### src/rtl/morph_pkg.sv
// Shared definitions for the binary morphology filter: mode encoding,
// legal window sizes and the border fill value.
package morph_pkg;

    typedef enum logic {
        MODE_ERODE  = 1'b0,
        MODE_DILATE = 1'b1
    } mode_e;

    localparam int KSIZE_MIN = 3;
    localparam int KSIZE_MAX = 5;

    // Value that leaves the reduction unchanged: 1 for AND, 0 for OR.
    function automatic logic neutral(input mode_e m);
        return (m == MODE_ERODE);
    endfunction

endpackage

### src/rtl/morph_filter_if.sv
// Pixel stream in/out bundle for morph_filter; no backpressure, vld qualifies sop/eop.
interface morph_filter_if;
    logic din;
    logic din_sop;
    logic din_eop;
    logic din_vld;
    logic mode;
    logic dout;
    logic dout_sop;
    logic dout_eop;
    logic dout_vld;

    modport master (
        output din, din_sop, din_eop, din_vld, mode,
        input  dout, dout_sop, dout_eop, dout_vld
    );

    modport slave (
        input  din, din_sop, din_eop, din_vld, mode,
        output dout, dout_sop, dout_eop, dout_vld
    );
endinterface

### src/rtl/morph_line_buf.sv
// Cascaded 1-bit line RAMs, async read / sync write; tap k is the pixel k+1 lines back.
// Zero latency on taps, no backpressure: writes on every enabled beat, contents never cleared.
module morph_line_buf #(
    parameter int  IMG_W = 640,
    parameter int  DEPTH = 2,
    localparam int AW    = (IMG_W > 1) ? $clog2(IMG_W) : 1
) (
    input  logic             clk,
    input  logic             wr_en_i,
    input  logic [AW-1:0]    addr_i,
    input  logic             din_i,
    output logic [DEPTH-1:0] taps_o
);

    logic mem [DEPTH][IMG_W];

    // Each line pushes its old value down one line, so a same-address read sees old data.
    always_ff @(posedge clk) begin
        if (wr_en_i) begin
            mem[0][addr_i] <= din_i;
            for (int k = 1; k < DEPTH; k++) begin
                mem[k][addr_i] <= mem[k-1][addr_i];
            end
        end
    end

    always_comb begin
        taps_o = '0;
        for (int k = 0; k < DEPTH; k++) begin
            taps_o[k] = mem[k][addr_i];
        end
    end

endmodule

### src/rtl/morph_filter.sv
// KxK binary erode/dilate on a raster pixel stream, window anchored at its bottom-right pixel.
// Latency 2 clk, vld/sop/eop gaps preserved; no backpressure, beats before the first sop after reset are dropped.
module morph_filter
    import morph_pkg::*;
#(
    parameter int IMG_W = 640,
    parameter int IMG_H = 480,
    parameter int KSIZE = 3
) (
    input  logic          clk,
    input  logic          rst_n,
    morph_filter_if.slave io
);

    localparam int CW    = (IMG_W > 1) ? $clog2(IMG_W) : 1;
    localparam int RW    = (IMG_H > 1) ? $clog2(IMG_H) : 1;
    localparam int DEPTH = KSIZE - 1;
    localparam int NWIN  = KSIZE * KSIZE;
    localparam logic [CW-1:0] COL_LAST = CW'(IMG_W - 1);
    localparam logic [RW-1:0] ROW_LAST = RW'(IMG_H - 1);

    if (KSIZE != KSIZE_MIN && KSIZE != KSIZE_MAX) begin : g_ksize_check
        $error("morph_filter: KSIZE must be 3 or 5");
    end

    logic             act_q, act_d;
    mode_e            mode_q, mode_d;
    logic [CW-1:0]    col_q, col_d, cur_col;
    logic [RW-1:0]    row_q, row_d, cur_row;
    logic             beat;
    logic [DEPTH-1:0] taps;
    logic [KSIZE-1:0] newcol;
    logic [NWIN-1:0]  win_q, win_d, eff;
    logic [KSIZE-1:0] rmask_q, rmask_d, cmask_q, cmask_d;
    logic             s1_vld_q, s1_sop_q, s1_eop_q;
    logic             dout_q, dout_d, dout_vld_q, dout_sop_q, dout_eop_q;

    // A beat counts only once a frame has been opened by sop since reset.
    assign beat    = io.din_vld & (io.din_sop | act_q);
    assign cur_col = io.din_sop ? '0 : col_q;
    assign cur_row = io.din_sop ? '0 : row_q;
    assign newcol  = {taps, io.din};

    morph_line_buf #(
        .IMG_W (IMG_W),
        .DEPTH (DEPTH)
    ) u_line_buf (
        .clk     (clk),
        .wr_en_i (beat),
        .addr_i  (cur_col),
        .din_i   (io.din),
        .taps_o  (taps)
    );

    // Stage 1: position counters, window shift and border masks.
    always_comb begin
        act_d   = act_q;
        mode_d  = mode_q;
        col_d   = col_q;
        row_d   = row_q;
        win_d   = win_q;
        rmask_d = rmask_q;
        cmask_d = cmask_q;
        if (beat) begin
            act_d = 1'b1;
            if (io.din_sop) begin
                mode_d = mode_e'(io.mode);
            end
            if (cur_col == COL_LAST) begin
                col_d = '0;
                row_d = (cur_row == ROW_LAST) ? cur_row : cur_row + RW'(1);
            end else begin
                col_d = cur_col + CW'(1);
                row_d = cur_row;
            end
            // Bit i*K+j holds the pixel i rows up and j columns left of the newest one.
            for (int i = 0; i < KSIZE; i++) begin
                win_d[i*KSIZE +: KSIZE] = {win_q[i*KSIZE +: KSIZE-1], newcol[i]};
                rmask_d[i] = (cur_row >= RW'(i));
                cmask_d[i] = (cur_col >= CW'(i));
            end
        end
    end

    // Stage 2: out-of-frame taps become neutral so stale rows/columns never reach the reduction.
    always_comb begin
        eff    = '0;
        dout_d = dout_q;
        for (int i = 0; i < KSIZE; i++) begin
            for (int j = 0; j < KSIZE; j++) begin
                eff[i*KSIZE+j] = (rmask_q[i] & cmask_q[j]) ? win_q[i*KSIZE+j] : neutral(mode_q);
            end
        end
        if (s1_vld_q) begin
            dout_d = (mode_q == MODE_DILATE) ? (|eff) : (&eff);
        end
    end

    always_ff @(posedge clk or negedge rst_n) begin
        if (!rst_n) begin
            act_q      <= 1'b0;
            mode_q     <= MODE_ERODE;
            col_q      <= '0;
            row_q      <= '0;
            win_q      <= '0;
            rmask_q    <= '0;
            cmask_q    <= '0;
            s1_vld_q   <= 1'b0;
            s1_sop_q   <= 1'b0;
            s1_eop_q   <= 1'b0;
            dout_q     <= 1'b0;
            dout_vld_q <= 1'b0;
            dout_sop_q <= 1'b0;
            dout_eop_q <= 1'b0;
        end else begin
            act_q      <= act_d;
            mode_q     <= mode_d;
            col_q      <= col_d;
            row_q      <= row_d;
            win_q      <= win_d;
            rmask_q    <= rmask_d;
            cmask_q    <= cmask_d;
            s1_vld_q   <= beat;
            s1_sop_q   <= beat & io.din_sop;
            s1_eop_q   <= beat & io.din_eop;
            dout_q     <= dout_d;
            dout_vld_q <= s1_vld_q;
            dout_sop_q <= s1_sop_q;
            dout_eop_q <= s1_eop_q;
        end
    end

    assign io.dout     = dout_q;
    assign io.dout_vld = dout_vld_q;
    assign io.dout_sop = dout_sop_q;
    assign io.dout_eop = dout_eop_q;

endmodule

### src/flat_wrapper.sv
// flat-port wrapper written by rule: the top's interface ports become plain ports
module morph_filter_flat import morph_pkg::*;
#(
    parameter int IMG_W = 640,
    parameter int IMG_H = 480,
    parameter int KSIZE = 3
)
  (clk, rst_n, io_din, io_din_sop, io_din_eop, io_din_vld, io_mode, io_dout, io_dout_sop, io_dout_eop, io_dout_vld);
  morph_filter_if io_i ();
  input  logic clk;
  input  logic rst_n;
  input wire logic [$bits(io_i.din)-1:0] io_din;
  input wire logic [$bits(io_i.din_sop)-1:0] io_din_sop;
  input wire logic [$bits(io_i.din_eop)-1:0] io_din_eop;
  input wire logic [$bits(io_i.din_vld)-1:0] io_din_vld;
  input wire logic [$bits(io_i.mode)-1:0] io_mode;
  output wire logic [$bits(io_i.dout)-1:0] io_dout;
  output wire logic [$bits(io_i.dout_sop)-1:0] io_dout_sop;
  output wire logic [$bits(io_i.dout_eop)-1:0] io_dout_eop;
  output wire logic [$bits(io_i.dout_vld)-1:0] io_dout_vld;
  assign io_i.din = io_din;
  assign io_i.din_sop = io_din_sop;
  assign io_i.din_eop = io_din_eop;
  assign io_i.din_vld = io_din_vld;
  assign io_i.mode = io_mode;
  assign io_dout = io_i.dout;
  assign io_dout_sop = io_i.dout_sop;
  assign io_dout_eop = io_i.dout_eop;
  assign io_dout_vld = io_i.dout_vld;
  morph_filter #(.IMG_W(IMG_W), .IMG_H(IMG_H), .KSIZE(KSIZE)) u_core (.clk(clk), .rst_n(rst_n), .io(io_i));
endmodule
### config.mk
export PLATFORM = sky130hd
export DESIGN_NAME = morph_filter_flat
export DESIGN_NICKNAME = d
export VERILOG_FILES = /design/src/rtl/morph_pkg.sv /design/src/rtl/morph_filter_if.sv /design/src/rtl/morph_line_buf.sv /design/src/rtl/morph_filter.sv /design/src/flat_wrapper.sv
export SDC_FILE = /design/constraint.sdc
export NUM_CORES = 2
export LEC_CHECK = 0
export CAP_MARGIN = 20
export CORE_ASPECT_RATIO = 1.25
export CORE_UTILIZATION = 55
export DETAILED_ROUTE_END_ITERATION = 10
export DONT_BUFFER_PORTS = 1
export GPL_TIMING_DRIVEN = 1
export PLACE_DENSITY_LB_ADDON = 0.1
export SLEW_MARGIN = 20
export SYNTH_ARGS = -nofsm -noshare
export SYNTH_HDL_FRONTEND = slang
export SYNTH_SLANG_ARGS = --single-unit
### constraint.sdc
create_clock -name clk -period 17.8 [get_ports clk]
set_input_delay 5.34 -clock clk [delete_from_list [all_inputs] [get_ports clk]]
set_output_delay 5.34 -clock clk [all_outputs]
set_load 0.1 [all_outputs]
==> results.md <==
- Final hold viol count: 0
- CTS Buf Count: 131
- Worst Hold Depth: 0
- Via density: 6.76
- Crit path max fanout: 172
- Pin count of the biggest net entering global routing: 642
- Cell Pwr Density: 115 mW/mm2
- Skew-Pair Late Insertion Delay: 0.78 ns
- Root buffer cell: clkbuf_16
- Register area share after synthesis: 70.8%
- MaxCap Viol Count: 0
- Final setup fails: 0
- Drt first pass iters: 6
- Ports: 11
- DR WL/cell: 32.5 um
- Initial core utilization: 55.5%
- Area grow syn2layout: 9.76%
- RSZ-0062 raised after global routing: no
- Post-Route WL: 176000 um
- Core box area: 0.101 mm2
- Global route overflow: 0
- Crit path from: io_din_sop
- WHS Endpoint: u_core.io.dout_sop
- Worst r2r dst: u_core.u_line_buf.mem[0][1000]
- Fmax: 92.7 MHz
- Initial DRC count: 5258
- Worst path required time: 18.22 ns
- Post-route ant nets: 0
- Yosys cell types: 84
- Slew margin rel.: -64.3%
- Worst-Margin Slew: 2.46 ns
- Ys async rst share: 3.10%
- Fillers: 7836
- Cts repair resizes: 0
- Count of hold-fix buffers inserted at cts: 0
- Ys Warns: 0
- Die Wd: 287 um
- Hold Crit Class: register to register
- Post-Place Cells: 5185
- Post-synthesis register bit count: 1321
- Multi-input logic area: 0.0149 mm2
- Place WS: 6.02 ns
- Slew Limit Fails: 407
- Remaining DRCs: 0
- Startpoint types: primary input
- Cells after Synth: 4088
- Vias in the first global route: 35400
- CTS tree: done
- First-pass GRT wire length: 249000 um
- Worst Skew: 0.0235 ns
- Die Area: 0.103 mm2
- Fin cells: 5417
- Die span in y: 358 um
- Initial antenna violation count: 1
- Top_reg_cell synth: edfxtp_1
- Mapped Area: 0.0558 mm2
- CP Data Arrival Time: 11.20 ns
- Port bufs: 0
- Worst r2r src: u_core.col_q[0]
- Critical path class: primary input to register
- Fin crit share: 60.6%
- Post-synth EDFFs: 1280
- Layout cells sized above 1: 11.9%
- GP Congestion: 0.908
- Leak: 19.2 nW
- Syn_nets: 4103
- Htree depth: 4
- Hold path start: u_core.s1_sop_q
- Post-CTS Repair Setup Buffers: 0
- Detailed-route via count: 36600
- Clk slew on worst S/H paths: 0.06 ns
- Crit path time final: 10.78 ns
- Total GRT Usage: 34.3%
- Register-to-register setup slack: 10.51 ns
- Cell Rows: 130
- Max VDD drop: 0.101 mV
- Final setup TNS: 0 ns
- Syn_area_per_cell: 13.6 um2
- Core Util, Final: 60.9%
- Status: finished, violations left
- CTS Buffer Depth: 3
- Worst r2r path cells: 12
- CTS Sinks: 1321
- Nets: 4014
- Reg area: 0.0395 mm2
- Critical path capture point type: register
- Final HPWL from detailed placement: 102000 um
- Setup WS post-layout: 7.02 ns
- Failing checks: max-slew violations
-- cell usage after synthesis, drive strengths merged, types with 31 or more instances --
master  instances  area share [%]
edfxtp       1280              69
nor2          737             5.0
nand2         370             2.5
a21oi         215             1.9
mux2i         181             3.2
buf           167             1.5
clkbuf        162             1.1
o21ai         103            0.92
mux2           93             1.9
a211oi         76             1.0
a221oi         74             1.2
nand3          63            0.57
mux4           61             2.5
nor3           61            0.56
a31oi          46            0.52
nor2b          46            0.53
dfrtp          41             1.8
o22ai          31            0.35
-- worst max-delay path by stage --
| stage | end | cells after the start |
|---|---|---|
| after floorplan | u_core.u_line_buf.mem[0][1000] | 11 |
| after global placement | u_core.u_line_buf.mem[0][1000] | 12 |
| after detailed placement | u_core.u_line_buf.mem[0][897] | 12 |
| after CTS | u_core.u_line_buf.mem[0][1000] | 12 |
| after global routing | u_core.u_line_buf.mem[0][820] | 12 |
| final | u_core.u_line_buf.mem[0][1000] | 12 |
-- final cells by class --
| class | count | share of cell area [%] |
|---|---|---|
| diodes | 1 | 0.00409 |
| clock buffers | 162 | 5.58 |
| clock inverters | 68 | 1.32 |
| inverters | 21 | 0.141 |
| multi-input cells | 2417 | 24.3 |
| flip-flops and latches | 1321 | 64.5 |
| well taps | 1320 | 2.70 |
| repair buffers | 107 | 1.50 |
-- report_power, final --
| part | switching [mW] | internal (mW) |
|---|---|---|
| logic | 0.525 | 0.196 |
| registers | 0.0317 | 3.54 |
| clock network | 1.20 | 1.57 |
-- state kept, by name (all words and copies together) (netlist names), 2 cells and up --
name,count
u_core.win_q,9
u_core.cmask_q,3
u_core.u_line_buf.mem,1280
u_core.rmask_q,2
u_core.row_q,9
u_core.col_q,10
-- cells in the final DEF, fill, tap and decap left out, types with 9 or more instances in the layout --
cell type     n
o221ai_1     20
o21ai_0     101
mux2_2       87
nor2b_1      43
a221oi_1     74
dfrtp_1      38
a211oi_1     76
nand4_1      19
a311oi_1     17
bufinv_16    13
nor2_1      734
mux4_2       61
o2111ai_1    11
o32ai_1       9
inv_1        16
buf_4        96
clkinv_8     10
clkinv_2     19
or2_2         9
edfxtp_1   1280
o31ai_1      13
mux2i_1     181
clkbuf_16   131
clkinv_1     22
clkbuf_1     29
nor3_1       59
o211ai_1     12
o22ai_1      31
nand3_1      60
a31oi_1      46
nand2_1     365
a21oi_1     215
-- kinds of logic after synthesis --
group	after synthesis	share of synthesized area [%]
mux	335	7.60
compound gates	694	8.24
flops	1321	70.8
buf+inv	350	2.78
fa+ha+maj	8	0.179
simple gates	1371	10.3
xor+xnor	9	0.141
-- stage by stage --
stage / hold WS (ns) / area (um2) / total power, mW
floorplan: 0.331 / 55800 / 4.11
global placement: 0.333 / 56900 / 4.33
detailed placement: 0.336 / 57000 / 4.33
CTS: 0.352 / 61200 / 7.06
global route: 0.360 / 61200 / 7.21
finish: 0.354 / 61200 / 7.06
-- layer usage --
metal  up-vias  part of all wire [%]  global-route usage, %
met3       480                    11                   7.02
met2      2388                    47                   54.2
met5         -                     0                      0
li1      15200                     -                      -
met1     18500                    37                   45.2
met4         0                   5.8                   17.7
-- worst max-delay path, stage by stage --
cell	delay [ns]
nor2b_4	0.26
buf_4	0.52
buf_4	0.70
buf_4	0.65
a221oi_1	0.16
a211oi_1	0.25
o32ai_1	0.10
a31oi_1	0.34
o32ai_1	0.20
o211ai_4	0.66
buf_6	0.71
buf_4	0.90
Power figures use the tool's default switching activity.
